`src/rtl/vx_ecc_rmw_merge.sv`:
```
// ----------------------------------------------------------------------------
// vx_ecc_rmw_merge
//
// Write-side merge stage in front of the Hamming encoder on the ECC memory
// path. Full-word writes go straight to the encoder. Partial writes first
// read the stored word, then take the corrected data from the decoder. The
// enabled request bytes are merged over that data, and the full word is sent
// to the encoder. If the read comes back uncorrectable, the write-back is
// dropped and an error event is logged instead.
//
// Ports
//   clk, reset_n           clock, async active-low reset
//   req_valid/req_ready    write request handshake (accepted only in IDLE)
//   req_addr/data/byteen   request word address, data, per-byte enables
//   rd_valid/rd_ready      read request to memory, rd_addr = target word
//   rsp_valid/data/uncorr  decoded read response (single-cycle pulse)
//   wr_valid/wr_ready      merged word to encoder, wr_addr / wr_data
//   err_valid              one-cycle pulse per aborted read-modify-write
//   err_addr               address of the most recent abort (held)
//   err_count              saturating abort count
//   busy                   FSM not idle
//
// States
//   IDLE    | waiting for a request; req_ready high
//   RD_REQ  | read of the stored word presented to memory
//   RD_WAIT | waiting for the decoded read response
//   WR      | merged or full word presented to the encoder
// ----------------------------------------------------------------------------
module vx_ecc_rmw_merge #(
    parameter int DATA_BITS = 32,
    parameter int ADDR_BITS = 10,
    parameter int BE_BITS   = DATA_BITS / 8
) (
    input  logic                 clk,
    input  logic                 reset_n,

    input  logic                 req_valid,
    output logic                 req_ready,
    input  logic [ADDR_BITS-1:0] req_addr,
    input  logic [DATA_BITS-1:0] req_data,
    input  logic [BE_BITS-1:0]   req_byteen,

    output logic                 rd_valid,
    input  logic                 rd_ready,
    output logic [ADDR_BITS-1:0] rd_addr,

    input  logic                 rsp_valid,
    input  logic [DATA_BITS-1:0] rsp_data,
    input  logic                 rsp_uncorr,

    output logic                 wr_valid,
    input  logic                 wr_ready,
    output logic [ADDR_BITS-1:0] wr_addr,
    output logic [DATA_BITS-1:0] wr_data,

    output logic                 err_valid,
    output logic [ADDR_BITS-1:0] err_addr,
    output logic [7:0]           err_count,
    output logic                 busy
);

    if ((DATA_BITS % 8) != 0 || BE_BITS != DATA_BITS / 8) begin : g_param_check
        $error("vx_ecc_rmw_merge: DATA_BITS must be a multiple of 8 and BE_BITS = DATA_BITS/8");
    end

    typedef enum logic [1:0] {
        IDLE    = 2'd0,
        RD_REQ  = 2'd1,
        RD_WAIT = 2'd2,
        WR      = 2'd3
    } state_e;

    state_e state_q, state_d;

    // Latched request
    logic [ADDR_BITS-1:0] addr_q, addr_d;
    logic [DATA_BITS-1:0] data_q, data_d;
    logic [BE_BITS-1:0]   be_q, be_d;

    // Registered outputs
    logic                 rd_valid_q, rd_valid_d;
    logic [ADDR_BITS-1:0] rd_addr_q, rd_addr_d;
    logic                 wr_valid_q, wr_valid_d;
    logic [ADDR_BITS-1:0] wr_addr_q, wr_addr_d;
    logic [DATA_BITS-1:0] wr_data_q, wr_data_d;
    logic                 err_valid_q, err_valid_d;
    logic [ADDR_BITS-1:0] err_addr_q, err_addr_d;
    logic [7:0]           err_count_q, err_count_d;

    logic                 be_full;
    logic                 be_none;
    logic [DATA_BITS-1:0] merged;

    assign be_full = &req_byteen;
    assign be_none = ~|req_byteen;

    // Enabled request bytes override the corrected read data.
    always_comb begin
        merged = rsp_data;
        for (int i = 0; i < BE_BITS; i++) begin
            if (be_q[i]) begin
                merged[8*i +: 8] = data_q[8*i +: 8];
            end
        end
    end

    always_comb begin
        state_d     = state_q;
        addr_d      = addr_q;
        data_d      = data_q;
        be_d        = be_q;
        rd_addr_d   = rd_addr_q;
        wr_addr_d   = wr_addr_q;
        wr_data_d   = wr_data_q;
        err_valid_d = 1'b0;
        err_addr_d  = err_addr_q;
        err_count_d = err_count_q;

        case (state_q)
            IDLE: begin
                if (req_valid) begin
                    addr_d = req_addr;
                    data_d = req_data;
                    be_d   = req_byteen;
                    if (be_full) begin
                        state_d   = WR;
                        wr_addr_d = req_addr;
                        wr_data_d = req_data;
                    end else if (!be_none) begin
                        state_d   = RD_REQ;
                        rd_addr_d = req_addr;
                    end
                    // All-zero enables: accepted and dropped.
                end
            end

            RD_REQ: begin
                // A response arriving during the read handshake is not ours.
                if (rd_ready) begin
                    state_d = RD_WAIT;
                end
            end

            RD_WAIT: begin
                if (rsp_valid) begin
                    if (rsp_uncorr) begin
                        state_d     = IDLE;
                        err_valid_d = 1'b1;
                        err_addr_d  = addr_q;
                        if (err_count_q != 8'hFF) begin
                            err_count_d = err_count_q + 8'd1;
                        end
                    end else begin
                        state_d   = WR;
                        wr_addr_d = addr_q;
                        wr_data_d = merged;
                    end
                end
            end

            WR: begin
                if (wr_ready) begin
                    state_d = IDLE;
                end
            end

            default: begin
                state_d = IDLE;
            end
        endcase

        // Handshake valids are registered copies of the next state so they
        // line up with the state register without a combinational path.
        rd_valid_d = (state_d == RD_REQ);
        wr_valid_d = (state_d == WR);
    end

    always_ff @(posedge clk or negedge reset_n) begin
        if (!reset_n) begin
            state_q     <= IDLE;
            addr_q      <= '0;
            data_q      <= '0;
            be_q        <= '0;
            rd_valid_q  <= 1'b0;
            rd_addr_q   <= '0;
            wr_valid_q  <= 1'b0;
            wr_addr_q   <= '0;
            wr_data_q   <= '0;
            err_valid_q <= 1'b0;
            err_addr_q  <= '0;
            err_count_q <= 8'd0;
        end else begin
            state_q     <= state_d;
            addr_q      <= addr_d;
            data_q      <= data_d;
            be_q        <= be_d;
            rd_valid_q  <= rd_valid_d;
            rd_addr_q   <= rd_addr_d;
            wr_valid_q  <= wr_valid_d;
            wr_addr_q   <= wr_addr_d;
            wr_data_q   <= wr_data_d;
            err_valid_q <= err_valid_d;
            err_addr_q  <= err_addr_d;
            err_count_q <= err_count_d;
        end
    end

    assign req_ready = (state_q == IDLE);
    assign busy      = (state_q != IDLE);
    assign rd_valid  = rd_valid_q;
    assign rd_addr   = rd_addr_q;
    assign wr_valid  = wr_valid_q;
    assign wr_addr   = wr_addr_q;
    assign wr_data   = wr_data_q;
    assign err_valid = err_valid_q;
    assign err_addr  = err_addr_q;
    assign err_count = err_count_q;

endmodule

```
`config.mk`:
```
export PLATFORM = sky130hd
export DESIGN_NAME = vx_ecc_rmw_merge
export DESIGN_NICKNAME = d
export VERILOG_FILES = /design/src/rtl/vx_ecc_rmw_merge.sv
export SDC_FILE = /design/constraint.sdc
export NUM_CORES = 1
export LEC_CHECK = 0
export ABC_AREA = 1
export BUFFER_PORTS_ARGS = -buffer_cell sky130_fd_sc_hd__buf_2
export CAP_MARGIN = 20
export CORE_ASPECT_RATIO = 1.5
export CORE_MARGIN = 1.5
export CORE_UTILIZATION = 48
export CTS_CLUSTER_SIZE = 25
export DETAILED_ROUTE_END_ITERATION = 7
export GPL_TIMING_DRIVEN = 0
export HOLD_SLACK_MARGIN = 0.02
export PLACE_DENSITY = 0.77
export SYNTH_ARGS = -nofsm -noshare
export SYNTH_HDL_FRONTEND = slang
export SYNTH_SLANG_ARGS = --single-unit
```
`constraint.sdc`:
```
create_clock -name clk -period 1.3 [get_ports clk]
set_input_delay 0.13 -clock clk [delete_from_list [all_inputs] [get_ports clk]]
set_output_delay 0.13 -clock clk [all_outputs]
set_load 0.02 [all_outputs]
```
==> results.py <==
metrics = {
    "run_status": {
        "status": "finished with violations",
        "violations": "negative setup slack",
    },
    "cells_and_area": {
        "drive_gt1_frac": 0.355,
        "final_cell_mix": "nand2_1, buf_2, dfrtp_1, inv_1, nand3_1",
        "design_area_mm2": 0.00891,
        "diodes": 0,
        "final_core_util": 0.746,
        "mostFrequentLayoutCell": "nand2_1",
        "syn_to_final_growth_pct": 52.5,
        "fin_nets": 1112,
        "fillCellCount": 900,
    },
    "logic_synthesis": {
        "yosys_register_bits": 121,
        "syn-num-nets": 859,
        "synth.area.top_cells": "dfrtp_1, nand2_1, o21ai_0, nand3_1, inv_1",
        "synth_cells": 773,
        "yosysTopAreaCellShare": 0.518,
        "synthDistinctLibCells": 24,
        "post_synth.cell_area_avg_um2": 7.56,
        "synth_area_mm2": 0.00584,
        "yosysWarnings": 0,
        "seq_area_frac_synth": 0.518,
        "synth_top_cell_by_area": "dfrtp_1",
    },
    "hold_path": {
        "min_path_type": "input port to flip-flop",
        "hold_depth": 3,
    },
    "critical_path": {
        "cpPeakStageDelay_ns": 0.47,
        "path_common_cell": "buf_6",
        "crit_buf_inv": 3,
        "arrival_ns": 1.36,
        "rr_worst_depth": 7,
        "start_kind": "flip-flop",
        "cp-end-kind": "primary output",
        "crit_cells": 4,
        "crit_family": "flip-flops",
        "crit_type": "flip-flop to primary output",
        "crit_fanout": 5,
        "cp.required_ns": 1.17,
        "critPathSlowestCell": "dfrtp_2",
        "crit_chain": "nor2_4 -> buf_4 -> buf_6 -> buf_6",
    },
    "die": {
        "num_rows": 49,
        "start_util": 0.489,
        "core_mm2": 0.0120,
        "die_w_um": 93.1,
        "dieArea_mm2": 0.0129,
        "dieHeight_um": 138,
        "top_level_ports": 160,
    },
    "clock_tree": {
        "clkSinkCount": 121,
        "clkSlewWorstSetupHoldPaths_ns": 0.06,
        "clkLatencyLatePin_ns": 0.41,
        "cts_tree": "yes",
        "numCtsBuffers": 17,
        "root_buffer": "clkbuf_16",
        "clockBufferDepth": 2,
        "htree_num_levels": 4,
    },
    "timing": {
        "skew_ns": 0.00593,
        "fmax_mhz": 671,
        "setup_viol": 107,
        "maxSlewHeadroom": 0.483,
        "fin_crit_ns": 1.49,
        "drv_slew": 0,
        "setup_ws_ns": -0.190,
        "fin_crit_sh": 1.15,
        "hold_viol_final": 0,
        "rsz0062_at_grt": "true",
        "worstMarginPinSlew_ns": 0.776,
        "setup_tns_ns": -12.40,
    },
    "global_route": {
        "grt_usage": 0.276,
        "grt_max_degree": 62,
        "antenna_found_initial": 0,
        "grt_pass1_wl_um": 27700,
        "overflow": 0,
        "grt_pass1_vias": 5759,
    },
    "pwr": {
        "finalPower_w": 0.0210,
        "power_density_mw_per_mm2": 2360,
        "p_leak_nw": 4.86,
        "vdd_drop_max_mv": 1.78,
    },
    "routing": {
        "ant_nets": 0,
        "routed_via_density": 5.01,
        "drtPass1Iterations": 5,
        "via_count": 5975,
        "dr.first_iter.drc_count": 334,
        "drc": 0,
        "routed_wirelength_um": 17700,
        "wl_per_cell_um": 14.9,
    },
    "place": {
        "place.gp.congestion": 0.876,
        "hpwlAfterDp_um": 10900,
        "place_ws_ns": -0.357,
        "place_area_mm2": 0.00695,
        "port_buffers": 159,
    },
    "run": {
        "drv_cap": 0,
    },
}
[final cells by class]
| class | count | area (um2) | area share |
|---|---|---|---|
| Inverter | 94 | 383 | 0.0430 |
| Sequential cell | 121 | 3030 | 0.340 |
| Clock inverter | 13 | 120 | 0.0135 |
| Timing Repair Buffer | 238 | 1700 | 0.191 |
| Multi-Input combinational cell | 519 | 2620 | 0.294 |
| Tap cell | 153 | 191 | 0.0215 |
| Clock buffer | 19 | 453 | 0.0508 |
| Buffer | 35 | 413 | 0.0463 |
[per-stage QoR]
stage	std cells	hold slack [ns]
6_report	1192	0.0296
5_1_grt	1192	0.0504
4_1_cts	1195	0.0255
3_5_place_dp	1086	0.151
3_3_place_gp	1085	0.353
2_1_floorplan	773	-0.166
[what timing repair did]
| action | in CTS | in global routing |
|---|---|---|
| gates resized for setup | 164 | 114 |
| cloned | 11 | 0 |
| endpoints found under the setup margin | 108 | 121 |
| hold buffers | 46 | 0 |
| setup buffers | 20 | 7 |
| pin swaps | 7 | 10 |
| hold endpoints to repair | 105 | 0 |
[layer usage]
layer | vias to the layer above | part of all wire | global-route usage
met5 | - | 0 | 0
met4 | 0 | 0.034 | 0.114
met3 | 50 | 0.042 | 0.0517
met2 | 191 | 0.53 | 0.487
met1 | 2818 | 0.39 | 0.325
li1 | 2916 | - | -
[cell families after synthesis]
kind of cell	Yosys count	synth area share
simple gates	427	0.301
buf+inv	134	0.0996
flops	121	0.518
compound gates	87	0.0745
xor+xnor	3	0.00450
fa+ha+maj	1	0.00214
[cell usage after synthesis]
cell type and n:
buf_2 20, buf_4 2, buf_6 6, clkbuf_1 11
clkbuf_2 1, clkinv_1 4, dfrtp_1 121, ha_1 1
inv_1 85, inv_2 5, nand2_1 325, nand2_4 2
nand3_1 80, nand3_2 1, nand3b_1 3, nand4_1 2
nor2_1 10, nor2_4 2, nor3_1 1, o21ai_0 81
o21ai_1 6, or2_1 1, xnor2_1 1, xor2_1 2
[sequential cells by signal (all words and copies together) (netlist names)]
| name | count |
|---|---|
| addr_q | 10 |
| err_count | 8 |
| state_q | 2 |
| wr_data | 32 |
| wr_valid | 1 |
| err_addr | 10 |
| wr_addr | 10 |
| data_q | 32 |
| rd_addr | 10 |
| be_q | 4 |
| rd_valid | 1 |
| err_valid | 1 |
[report_power, final]
group          internal (W)  switching [W]
clock               0.00274        0.00176
sequential          0.00544        0.00111
combinational       0.00414        0.00581
[worst min-delay path, stage by stage]
cell and delay [ns]:
buf_2 0.07, inv_1 0.07, o21ai_2 0.14
[worst paths after layout]
path	startpoint	to	slack (ns)
setup / recovery	state_q[1]	req_ready	-0.19
hold / removal	req_addr[5]	rd_addr[5]	0.03
setup reg to reg	state_q[0]	wr_addr[5]	-0.18
hold reg to reg	wr_data[15]	wr_data[15]	0.46
max in group asynchronous	reset_n	err_count[1]	0.29
min in group asynchronous	reset_n	wr_data[9]	0.31
Power figures use the tool's default switching activity.
